### src/rtl/wb_pkg.sv
// Shared writeback-stage constants: stall-vector indices and valid/zero encodings.
package wb_pkg;

    localparam int unsigned STALL_MEM = 4;
    localparam int unsigned STALL_WB  = 5;

    localparam logic        avail     = 1'b1;
    localparam logic        unavail   = 1'b0;
    localparam logic [31:0] zero_word = 32'h0000_0000;

endpackage

### src/rtl/wb_collide.sv
// Intra-bundle write-collision filter: a lower lane loses its write enable when
// a higher lane (later in program order) writes the same register.
module wb_collide #(
    parameter int unsigned ADDR_W = 5,
    parameter int unsigned LANES  = 1
) (
    input  logic [LANES-1:0]        in_wen,
    input  logic [LANES*ADDR_W-1:0] in_addr,
    output logic [LANES-1:0]        out_wen
);

    always_comb begin
        out_wen = in_wen;
        for (int unsigned i = 0; i < LANES; i++) begin
            for (int unsigned j = i + 1; j < LANES; j++) begin
                if (in_wen[i] && in_wen[j] &&
                    (in_addr[i*ADDR_W +: ADDR_W] == in_addr[j*ADDR_W +: ADDR_W])) begin
                    out_wen[i] = 1'b0;
                end
            end
        end
    end

endmodule

### src/rtl/wb_pipe_stage.sv
// MEM->WB pipeline stage: 2-entry skid FIFO of multi-lane write bundles with
// stall-vector bubble/hold, flush, collision masking and a retired-bundle counter.
module wb_pipe_stage
    import wb_pkg::*;
#(
    parameter int unsigned DATA_W  = 32,
    parameter int unsigned ADDR_W  = 5,
    parameter int unsigned LANES   = 1,
    parameter int unsigned STALL_W = 6,
    parameter int unsigned STAGE   = STALL_MEM
) (
    input  logic                      clk,
    input  logic                      rst,
    input  logic [STALL_W-1:0]        stall,
    input  logic                      flush,
    input  logic                      in_valid,
    input  logic [LANES-1:0]          in_wen,
    input  logic [LANES*ADDR_W-1:0]   in_addr,
    input  logic [LANES*DATA_W-1:0]   in_data,
    output logic                      in_ready,
    output logic                      out_valid,
    output logic [LANES-1:0]          out_wen,
    output logic [LANES*ADDR_W-1:0]   out_addr,
    output logic [LANES*DATA_W-1:0]   out_data,
    input  logic                      out_ready,
    output logic [31:0]               ret_cnt
);

    logic                    head_valid_q, head_valid_d;
    logic [LANES-1:0]        head_wen_q,   head_wen_d;
    logic [LANES*ADDR_W-1:0] head_addr_q,  head_addr_d;
    logic [LANES*DATA_W-1:0] head_data_q,  head_data_d;

    logic                    skid_valid_q, skid_valid_d;
    logic [LANES-1:0]        skid_wen_q,   skid_wen_d;
    logic [LANES*ADDR_W-1:0] skid_addr_q,  skid_addr_d;
    logic [LANES*DATA_W-1:0] skid_data_q,  skid_data_d;

    logic [31:0]             ret_cnt_q,    ret_cnt_d;

    logic [LANES-1:0]        clean_wen;
    logic                    stage_stall;
    logic                    hold;
    logic                    enq;
    logic                    deq;

    wb_collide #(
        .ADDR_W (ADDR_W),
        .LANES  (LANES)
    ) u_collide (
        .in_wen  (in_wen),
        .in_addr (in_addr),
        .out_wen (clean_wen)
    );

    // Stalling this stage blocks intake; the next stage also stalled freezes output.
    assign stage_stall = stall[STAGE];
    assign hold        = stall[STAGE] & stall[STAGE+1];

    assign in_ready = ~skid_valid_q & ~stage_stall;
    assign deq      = head_valid_q & out_ready & ~hold;
    assign enq      = in_valid & in_ready & ~flush;

    always_comb begin
        head_valid_d = head_valid_q;
        head_wen_d   = head_wen_q;
        head_addr_d  = head_addr_q;
        head_data_d  = head_data_q;
        skid_valid_d = skid_valid_q;
        skid_wen_d   = skid_wen_q;
        skid_addr_d  = skid_addr_q;
        skid_data_d  = skid_data_q;
        ret_cnt_d    = ret_cnt_q;

        if (deq) begin
            ret_cnt_d = ret_cnt_q + 32'd1;
        end

        if (flush) begin
            head_valid_d = unavail;
            head_wen_d   = '0;
            head_addr_d  = '0;
            head_data_d  = '0;
            skid_valid_d = unavail;
            skid_wen_d   = '0;
            skid_addr_d  = '0;
            skid_data_d  = '0;
        end else begin
            if (deq) begin
                head_valid_d = skid_valid_q;
                head_wen_d   = skid_wen_q;
                head_addr_d  = skid_addr_q;
                head_data_d  = skid_data_q;
                skid_valid_d = unavail;
                skid_wen_d   = '0;
                skid_addr_d  = '0;
                skid_data_d  = '0;
            end
            // New bundle lands in the lowest entry left free after the dequeue.
            if (enq) begin
                if (head_valid_d == unavail) begin
                    head_valid_d = avail;
                    head_wen_d   = clean_wen;
                    head_addr_d  = in_addr;
                    head_data_d  = in_data;
                end else begin
                    skid_valid_d = avail;
                    skid_wen_d   = clean_wen;
                    skid_addr_d  = in_addr;
                    skid_data_d  = in_data;
                end
            end
        end
    end

    always_ff @(posedge clk) begin
        if (rst) begin
            head_valid_q <= unavail;
            head_wen_q   <= '0;
            head_addr_q  <= '0;
            head_data_q  <= '0;
            skid_valid_q <= unavail;
            skid_wen_q   <= '0;
            skid_addr_q  <= '0;
            skid_data_q  <= '0;
            ret_cnt_q    <= zero_word;
        end else begin
            head_valid_q <= head_valid_d;
            head_wen_q   <= head_wen_d;
            head_addr_q  <= head_addr_d;
            head_data_q  <= head_data_d;
            skid_valid_q <= skid_valid_d;
            skid_wen_q   <= skid_wen_d;
            skid_addr_q  <= skid_addr_d;
            skid_data_q  <= skid_data_d;
            ret_cnt_q    <= ret_cnt_d;
        end
    end

    assign out_valid = head_valid_q;
    assign out_wen   = head_valid_q ? head_wen_q  : '0;
    assign out_addr  = head_valid_q ? head_addr_q : '0;
    assign out_data  = head_valid_q ? head_data_q : '0;
    assign ret_cnt   = ret_cnt_q;

endmodule

### config.mk
export PLATFORM = sky130hd
export DESIGN_NAME = wb_pipe_stage
export DESIGN_NICKNAME = d
export VERILOG_FILES = /design/src/rtl/wb_pkg.sv /design/src/rtl/wb_collide.sv /design/src/rtl/wb_pipe_stage.sv
export SDC_FILE = /design/constraint.sdc
export NUM_CORES = 1
export LEC_CHECK = 0
export CAP_MARGIN = 40
export CORE_UTILIZATION = 49
export DETAILED_ROUTE_END_ITERATION = 10
export PLACE_DENSITY = 0.81
export SLEW_MARGIN = 20
export SYNTH_ARGS = -nofsm -noshare
export SYNTH_HDL_FRONTEND = slang
export SYNTH_HIERARCHICAL = 1
export SYNTH_SLANG_ARGS = --single-unit
### constraint.sdc
create_clock -name clk -period 2.3 [get_ports clk]
set_clock_uncertainty 0.15 [all_clocks]
set_input_delay 0.575 -clock clk [delete_from_list [all_inputs] [get_ports clk]]
set_output_delay 0.575 -clock clk [all_outputs]
set_load 0.02 [all_outputs]
==> results of run 1 <==
[through the flow]
stage	total power [mW]	utilization	worst slack [ns]	hold WS, ns	TNS, ns
after floorplan	2.06	-	0.255	0.298	0
after global placement	2.19	0.663	-0.292	0.303	-20.59
after detailed placement	2.20	0.663	-0.333	0.309	-24.97
after CTS	3.49	0.682	0.00851	0.324	0
after global routing	3.59	0.689	-0.00546	0.343	-0.00837
final	3.48	0.689	0.0171	0.324	0
[sequential cells by signal, summed over array words and instances, names as in the netlist]
name	cells
ret_cnt	32
head_wen_q	1
head_data_q	32
skid_wen_q	1
skid_valid_q	1
skid_data_q	32
out_valid	1
head_addr_q	5
skid_addr_q	5
[worst max-delay path by stage]
stage / start / end / slack (ns)
after floorplan: out_ready / ret_cnt[31]$_SDFFE_PP0P_ / 0.26
after global placement: stall[4] / ret_cnt[7]$_SDFFE_PP0P_ / -0.29
after detailed placement: stall[4] / skid_data_q[1]$_SDFF_PP0_ / -0.33
after CTS: stall[4] / in_ready / 0.009
after global routing: stall[4] / head_data_q[29]$_SDFF_PP0_ / -0.005
final: stall[4] / head_data_q[14]$_SDFF_PP0_ / 0.02
[synthesized netlist by cell type, drive strengths merged]
master  instances
a21bo           1
a21boi          1
a21oi          51
a311oi         38
and2           39
and3            4
and4            5
buf            10
clkbuf         37
dfxtp         110
ha              1
inv             3
nand2         132
nand2b          1
nand3          48
nand4          11
nor2           65
nor3            5
nor4            5
o21ai           9
o31ai           2
or2             1
or3             9
or3b            1
or4             2
xnor2          11
xor2           10
[worst register-to-register path, stage by stage, from the launching register on]
cell	delay (ns)
dfxtp_1	0.46
ha_1	0.25
and3_1	0.22
and4_1	0.24
nand4_1	0.15
or3_1	0.38
a21oi_1	0.15
[area by class of cell]
| class | count | area [um^2] | share of cell area |
|---|---|---|---|
| sequential | 110 | 2200 | 0.341 |
| tap | 129 | 161 | 0.0250 |
| clock buffer | 11 | 141 | 0.0219 |
| timing repair buffer | 141 | 1410 | 0.219 |
| clock inverter | 5 | 88.8 | 0.0138 |
| inverter | 3 | 11.3 | 0.00174 |
| multi-input combinational | 452 | 2440 | 0.378 |
[cell families (layout without fill, tap and decap cells)]
| group | Yosys count | after routing | share of synthesized area |
|---|---|---|---|
| AND/OR/NAND/NOR | 328 | 328 | 0.320 |
| flip-flops | 110 | 110 | 0.458 |
| AO/OA/AOI/OAI | 102 | 102 | 0.139 |
| buffers and inverters | 50 | 160 | 0.0422 |
| XOR/XNOR | 21 | 21 | 0.0383 |
| adder cells (fa/ha/maj) | 1 | 1 | 0.00260 |
[routing by layer]
metal / wire (um) / global-route usage
met2: 6890 / 0.462
met1: 5550 / 0.307
met3: 843 / 0.0437
met4: 144 / 0.0858
met5: 0 / 0
[power by group]
group          leakage [nW]  internal (mW)  total (mW)  switching, mW
clock network         0.116          0.658        1.32          0.665
registers             0.888           1.92        1.93        0.00897
logic                  1.31          0.110       0.230          0.120
total                  2.31           2.69        3.48          0.794
[placed cells by master (no fill, tap or decap), types with 9 or more instances in the layout]
cell and n:
xor2_1 10, or3_1 9, buf_4 14, dfxtp_1 110, a21oi_1 51, dlygate4sd2_1 39, nor2_1 64, clkbuf_8 10
nand2_1 130, clkdlybuf4s50_1 76, and2_1 39, a311oi_1 37, nand4_1 10, nand3_1 47, xnor2_1 11
[repair_timing]
action / CTS / global route
setup buffers: 0 / 1
pin swaps: 0 / 1
gates resized for setup: 40 / 8
setup endpoints to repair: 40 / 34
gates cloned: 0 / 3
hold buffers: 0 / 0
==> impl_metrics.toml, run 1 <==
[global_routing]
grt_pass1_wl_um = 20800
grt_max_degree = 79
overflow = 0
first_global_vias = 4500
antenna_found_initial = 0
track_usage = 0.256

[cells_and_area]
nets = 767
fin_cells = 851
diodes = 0
drive_gt1_frac = 0.0748
fillers = 790
design_area_um2 = 6460
area_delta_synth_final_pct = 34.4

[cts]
clk_latency_ns = 0.36
clkSinkCount = 110
cts_max_level = 3
path_clk_slew_ns = 0.10
cts_root_buf = "clkbuf_8"
cts_buffer_depth = 2
cts_buffers = 9
cts_tree = "built"

[setup_path]
endpoint_kind = "flip-flop"
slowest_delay_ns = 0.51
worstPathRequired_ns = 2.41
cpLargestDelayFamily = "simple AND/OR/NAND/NOR gates"
reg2reg_depth = 6
path_buf_inv = 2
cpMaxStageDelayCell = "clkdlybuf4s50_1"
critPathKind = "input pin to flip-flop"
r2r-start = "ret_cnt[0]$_SDFFE_PP0P_"
path_cells = "clkdlybuf4s50_1 -> or3b_1 -> nor2_1 -> nand2_2 -> buf_12 -> a311oi_1"
rrSetupSlack_ns = 0.24
worstPathArrival_ns = 2.39
r2r-end = "ret_cnt[28]$_SDFFE_PP0P_"
path_max_fanout = 60
start_kind = "input pin"
cp.depth = 6

[yosys]
ys_seq_area_frac = 0.458
syn_avg_cell_area_um2 = 7.85
synth_cells = 612
synth.area.top_cells = "dfxtp_1 46%, nand2_1 10%, a311oi_1 6.9%"
synth-warning-count = 6
synth_area_um2 = 4800
synth_top_area_cell = "dfxtp_1"
syn-num-nets = 662
synth.ff_latch_count = 110
synth.distinct_cells = 35
synth_top_area_frac = 0.458

[pwr]
p_per_area_nw_per_um2 = 539
max-vdd-ir-drop_mv = 0.335
leakage_nw = 2.31

[placed_design]
routabilityCongestion = 0.878
portBuffers = 116
placed_area_um2 = 6210
dp.cells = 831
dpl.hpwl_um = 8690

[min_path]
worstHoldStart = "skid_addr_q[4]$_SDFF_PP0_"
hold_end = "skid_addr_q[4]$_SDFF_PP0_"
worst_hold_path_type = "flip-flop to flip-flop"
whs_path_depth = 2

[sta]
finalHoldViolCount = 0
setup_viol = 0
slew_headroom = 0.759
min_period_over_period = 0.993
tightest_slew_ns = 0.359
fin_crit_ns = 2.28
fmax_mhz = 438
slew_viol_final = 0

[die]
die_area_um2 = 10200
chipHeight_um = 101
core_um2 = 9370
num_rows = 35
start_util = 0.513
io_pins = 121
fp.dieW_um = 101

[drt]
postRouteAntennaNets = 0
post_drt_wl_per_cell_um = 15.8
wl_um = 13400
drt_iter0_drc = 275
drc = 0
vias = 4813
viasPerCell = 5.66
drt_first_pass_iters = 5

[run_status]
outcome = "finished, final reports clean"

[run]
drv_cap = 0
No activity file was read; power rests on OpenSTA's default activity.
==> run 2: changes to the inputs <==
--- a/config.mk
+++ b/config.mk
@@ -9,6 +9,7 @@
 export CORE_UTILIZATION = 49
 export DETAILED_ROUTE_END_ITERATION = 10
 export PLACE_DENSITY = 0.81
+export SETUP_SLACK_MARGIN = 0.1
 export SLEW_MARGIN = 20
 export SYNTH_ARGS = -nofsm -noshare
 export SYNTH_HDL_FRONTEND = slang
==> run 2 against run 1 <==
Count of clock-buffer cells in the layout stayed put. Final area is 0.37% higher. Combinational power hardly changed. Flip-flop and latch count stayed put. Global-route usage is 0.55 points higher. First-iteration DRC count is 7.6% lower. Critical path depth is 1 lower. Hold slack better by 0.00064 ns. Register-to-register slack hardly changed. Clock power hardly changed. Wire length is 1.2% lower. Via count is 0.46% lower. Critical path type unchanged.
==> impl_metrics.toml, run 2 (same netlist as run 1, synthesis figures left out) <==
[setup_path]
slowest_delay_ns = 0.49
endpoint_kind = "flip-flop"
worstPathArrival_ns = 2.34
worstPathRequired_ns = 2.45
path_max_fanout = 4
cpLargestDelayFamily = "simple AND/OR/NAND/NOR gates"
start_kind = "input pin"
reg2reg_depth = 7
r2r-start = "ret_cnt[0]$_SDFFE_PP0P_"
cp.depth = 5
r2r-end = "ret_cnt[22]$_SDFFE_PP0P_"
path_buf_inv = 1
path_cells = "clkdlybuf4s50_1 -> a21bo_4 -> or3_4 -> or4_1 -> a21oi_1"
rrSetupSlack_ns = 0.23
cpMaxStageDelayCell = "clkdlybuf4s50_1"
critPathKind = "input pin to flip-flop"

[drt]
drt_first_pass_iters = 5
drc = 0
post_drt_wl_per_cell_um = 15.6
vias = 4791
viasPerCell = 5.64
wl_um = 13300
drt_iter0_drc = 254
postRouteAntennaNets = 0

[pwr]
seq_power_share = 0.554
p_per_area_nw_per_um2 = 538
p_sw_mw = 0.794
finalPower_mw = 3.48
max-vdd-ir-drop_mv = 0.337
switching_share = 0.228
intPower_mw = 2.69
clockPowerShare = 0.380
leakage_nw = 2.44
combPwrFrac = 0.066

[sta]
whs_ns = 0.324
tightest_slew_ns = 0.354
slew_viol_final = 0
fmax_mhz = 457
fin_ws_ns = 0.109
rsz0062_at_grt = "true"
fin_crit_ns = 2.19
min_period_over_period = 0.952
slew_headroom = 0.762
finalHoldViolCount = 0
setup_viol = 0

[placed_design]
dpl.hpwl_um = 8690
dp_worst_setup_slack_ns = -0.333
routabilityCongestion = 0.878
dp.cells = 831
portBuffers = 116

[global_routing]
first_global_vias = 4556
overflow = 0
grt_max_degree = 79
antenna_found_initial = 0
track_usage = 0.262
grt_pass1_wl_um = 21200

[cts]
clk_latency_ns = 0.36
cts_buffers = 9
cts_root_buf = "clkbuf_8"
path_clk_slew_ns = 0.11
cts_buffer_depth = 2
cts_tree = "built"
clkSinkCount = 110
cts_max_level = 3

[min_path]
hold_end = "skid_data_q[4]$_SDFF_PP0_"
worst_hold_path_type = "flip-flop to flip-flop"
worstHoldStart = "skid_data_q[4]$_SDFF_PP0_"
whs_path_depth = 2

[cells_and_area]
post-route-util = 0.691
fillers = 778
diodes = 0
area_delta_synth_final_pct = 34.9
final_cell_mix = "130 x nand2_1, 110 x dfxtp_1, 64 x nor2_1, 59 x clkdlybuf4s50_1, 51 x a21oi_1"
fin_cells = 849
drive_gt1_frac = 0.0819
final_common_cell = "nand2_1"
nets = 765

[die]
chipHeight_um = 101
io_pins = 121
core_um2 = 9370
die_area_um2 = 10200
num_rows = 35
fp.dieW_um = 101
start_util = 0.513

[run]
drv_cap = 0

[run_status]
outcome = "finished, final reports clean"
-- run 2: cell types whose count changed in the layout (fill, tap and decap cells not counted), sizes merged --
| cell | before | now |
|---|---|---|
| dlymetal6s2s | 0 | 12 |
| dlygate4sd2 | 39 | 13 |
| clkdlybuf4s15 | 0 | 25 |
| clkdlybuf4s50 | 76 | 59 |
| buf | 24 | 23 |
| clkbuf | 13 | 18 |
-- run 2: through the flow --
stage / cell area, um^2 / TNS, ns
6_report: 6480 / 0
3_3_place_gp: 6210 / -20.59
4_1_cts: 6440 / 0
3_5_place_dp: 6210 / -24.97
2_1_floorplan: 4800 / 0
5_1_grt: 6480 / 0
-- run 2: worst min-delay path: stages, from the launching register on --
cell     delay, ns
dfxtp_1       0.32
nand3_1       0.06
a21oi_1       0.06
-- run 2: area by class of cell --
| class | instances | area [um^2] | area share |
|---|---|---|---|
| flip-flops and latches | 110 | 2200 | 0.340 |
| repair buffers | 139 | 1430 | 0.221 |
| clock buffers | 11 | 141 | 0.0218 |
| inverters | 3 | 11.3 | 0.00174 |
| clock inverters | 5 | 88.8 | 0.0137 |
| multi-input cells | 452 | 2440 | 0.377 |
| well taps | 129 | 161 | 0.0249 |
-- run 2: how the worst max path moves through the flow --
stage / from / to / slack, ns
after floorplan: out_ready / ret_cnt[31]$_SDFFE_PP0P_ / 0.26
after global placement: stall[4] / ret_cnt[7]$_SDFFE_PP0P_ / -0.29
after detailed placement: stall[4] / skid_data_q[1]$_SDFF_PP0_ / -0.33
after CTS: out_ready / ret_cnt[7]$_SDFFE_PP0P_ / 0.10
after global routing: out_ready / ret_cnt[25]$_SDFFE_PP0P_ / 0.06
final: out_ready / ret_cnt[7]$_SDFFE_PP0P_ / 0.11
-- run 2: repair_timing --
| item | in CTS | in global routing |
|---|---|---|
| hold buffers | 0 | 0 |
| cloned | 1 | 0 |
| setup buffers | 0 | 1 |
| endpoints found under the setup margin | 89 | 72 |
| gates resized for setup | 52 | 51 |
| endpoints found under the hold margin | 0 | 0 |
-- run 2: per-layer routing --
layer,global-route usage,up-vias,part of all wire
met5,0,-,0
met4,0.100,0,0.013
met3,0.0458,16,0.072
met2,0.467,186,0.51
met1,0.312,2279,0.41
li1,-,2310,-
-- run 2: power groups by stage --
stage               sequential [mW]  clock, mW  combinational, mW
finish                         1.93       1.32              0.231
global route                   1.93       1.41              0.245
CTS                            1.93       1.34              0.227
detailed placement             1.97          0              0.225
global placement               1.97          0              0.220
floorplan                      1.97          0             0.0921
==> run 3: changes to the inputs <==
--- a/config.mk
+++ b/config.mk
@@ -6,6 +6,7 @@
 export NUM_CORES = 1
 export LEC_CHECK = 0
 export CAP_MARGIN = 40
+export CORE_MARGIN = 2
 export CORE_UTILIZATION = 49
 export DETAILED_ROUTE_END_ITERATION = 10
 export PLACE_DENSITY = 0.81
==> run 3 against run 2 <==
Final cell count up 2.0%. Highest routed layer unchanged. Global-route usage is 1.6 points lower. Die area up 4.0%. Critical endpoint is now ret_cnt[7].
==> impl_metrics.toml, run 3 (same netlist as run 1, synthesis figures left out) <==
[run_status]
outcome = "finished, final reports clean"

[setup_path]
reg2reg_depth = 6
path_cells = "clkdlybuf4s50_1"
path_buf_inv = 1
endpoint_kind = "output pin"
cp.depth = 1
cpMaxStageDelayCell = "clkdlybuf4s50_1"
cpLargestDelayFamily = "buffers and inverters"
start_kind = "flip-flop"
critPathKind = "flip-flop to output pin"
slowest_delay_ns = 0.63
path_max_fanout = 5
worstPathArrival_ns = 1.43
worstPathRequired_ns = 1.57

[die]
start_util = 0.498
chipHeight_um = 103
io_pins = 121
num_rows = 36
fp.dieW_um = 103
core_um2 = 9640
die_area_um2 = 10600

[pwr]
finalPower_mw = 3.42
leakage_nw = 2.60
p_per_area_nw_per_um2 = 515
max-vdd-ir-drop_mv = 0.290

[drt]
viasPerCell = 5.58
post_drt_wl_per_cell_um = 15.5
wl_um = 13500
drt_iter0_drc = 206
drt_first_pass_iters = 7
drc = 0
postRouteAntennaNets = 0
vias = 4829

[cells_and_area]
post-route-util = 0.690
final_cell_mix = "130 x nand2_1, 110 x dfxtp_1, 63 x nor2_1, 58 x clkdlybuf4s50_1, 49 x a21oi_1"
area_delta_synth_final_pct = 38.4
diodes = 0
final_common_cell = "nand2_1"
nets = 778
drive_gt1_frac = 0.0969

[cts]
path_clk_slew_ns = 0.12
cts_max_level = 3
cts_buffers = 9
clkSinkCount = 110
clk_latency_ns = 0.37
cts_root_buf = "clkbuf_8"
cts_buffer_depth = 2
cts_tree = "built"

[sta]
fmax_mhz = 464
fin_ws_ns = 0.146
min_period_over_period = 0.937
slew_headroom = 0.753
setup_viol = 0
slew_viol_final = 0
tightest_slew_ns = 0.369
whs_ns = 0.323
rsz0062_at_grt = "false"
finalHoldViolCount = 0
fin_crit_ns = 2.15

[global_routing]
overflow = 0
first_global_vias = 4502
antenna_found_initial = 0
gr-usage-met3 = 0.0298
busiest_layer = "met2"
grt_max_degree = 63
grt_pass1_wl_um = 21000
use_met2 = 0.411
track_usage = 0.245
grt.met1_usage = 0.330

[min_path]
whs_path_depth = 2
worst_hold_path_type = "flip-flop to flip-flop"

[placed_design]
dpl.hpwl_um = 8690
routabilityCongestion = 0.865
portBuffers = 116
dp_worst_setup_slack_ns = -0.342

[run]
drv_cap = 0
-- run 3: changes by cell type in the layout (fill, tap and decap cells not counted), moves of 3 or more --
cell / before / now
buf_4: 14 / 22
buf_6: 0 / 3
clkbuf_2: 7 / 0
clkdlybuf4s15_1: 25 / 10
dlygate4sd2_1: 13 / 33
dlymetal6s2s_1: 12 / 15
-- run 3: timing repair --
action | in CTS | in global routing
hold buffers | 0 | 0
setup endpoints to repair | 79 | 108
resized for setup | 47 | 38
cloned | 1 | 2
buffers inserted | 0 | 4
pin swaps | 1 | 6
-- run 3: final timing paths --
kind	end	slack, ns	startpoint
min	skid_data_q[12]$_SDFF_PP0_	0.32	skid_data_q[12]$_SDFF_PP0_
max	ret_cnt[7]	0.15	ret_cnt[7]$_SDFFE_PP0P_
max reg2reg	ret_cnt[7]$_SDFFE_PP0P_	0.24	out_valid$_SDFF_PP0_
min reg2reg	skid_data_q[12]$_SDFF_PP0_	0.32	skid_data_q[12]$_SDFF_PP0_
-- run 3: tightest hold or removal path: stages, from the launching register on --
cell	delay, ns
dfxtp_1	0.33
nand3_1	0.06
a21oi_1	0.05
-- run 3: layer usage --
layer	up-vias	wire length, um
li1	2335	-
met1	2296	5820
met2	184	6720
met3	14	807
met4	0	113
met5	-	0
-- run 3: through the flow --
step | area [um^2] | TNS, ns | instances
2_1_floorplan | 4800 | 0 | 612
3_3_place_gp | 6280 | -21.89 | 843
3_5_place_dp | 6280 | -27.43 | 843
4_1_cts | 6490 | 0 | 860
5_1_grt | 6650 | 0 | 866
6_report | 6650 | 0 | 866
-- run 3: cell type report --
type	count	area, um^2
Fill cell	823	2990
Clock inverter	6	76.3
Timing Repair Buffer	152	1590
Clock buffer	10	138
Tap cell	133	166
Sequential cell	110	2200
Inverter	3	11.3
Multi-Input combinational cell	452	2460
-- run 3: where the power goes --
part / internal (mW) / switching [mW] / leakage, nW
clock: 0.553 / 0.702 / 0.103
sequential: 1.92 / 0.00884 / 0.888
combinational: 0.116 / 0.123 / 1.61
total: 2.59 / 0.834 / 2.60
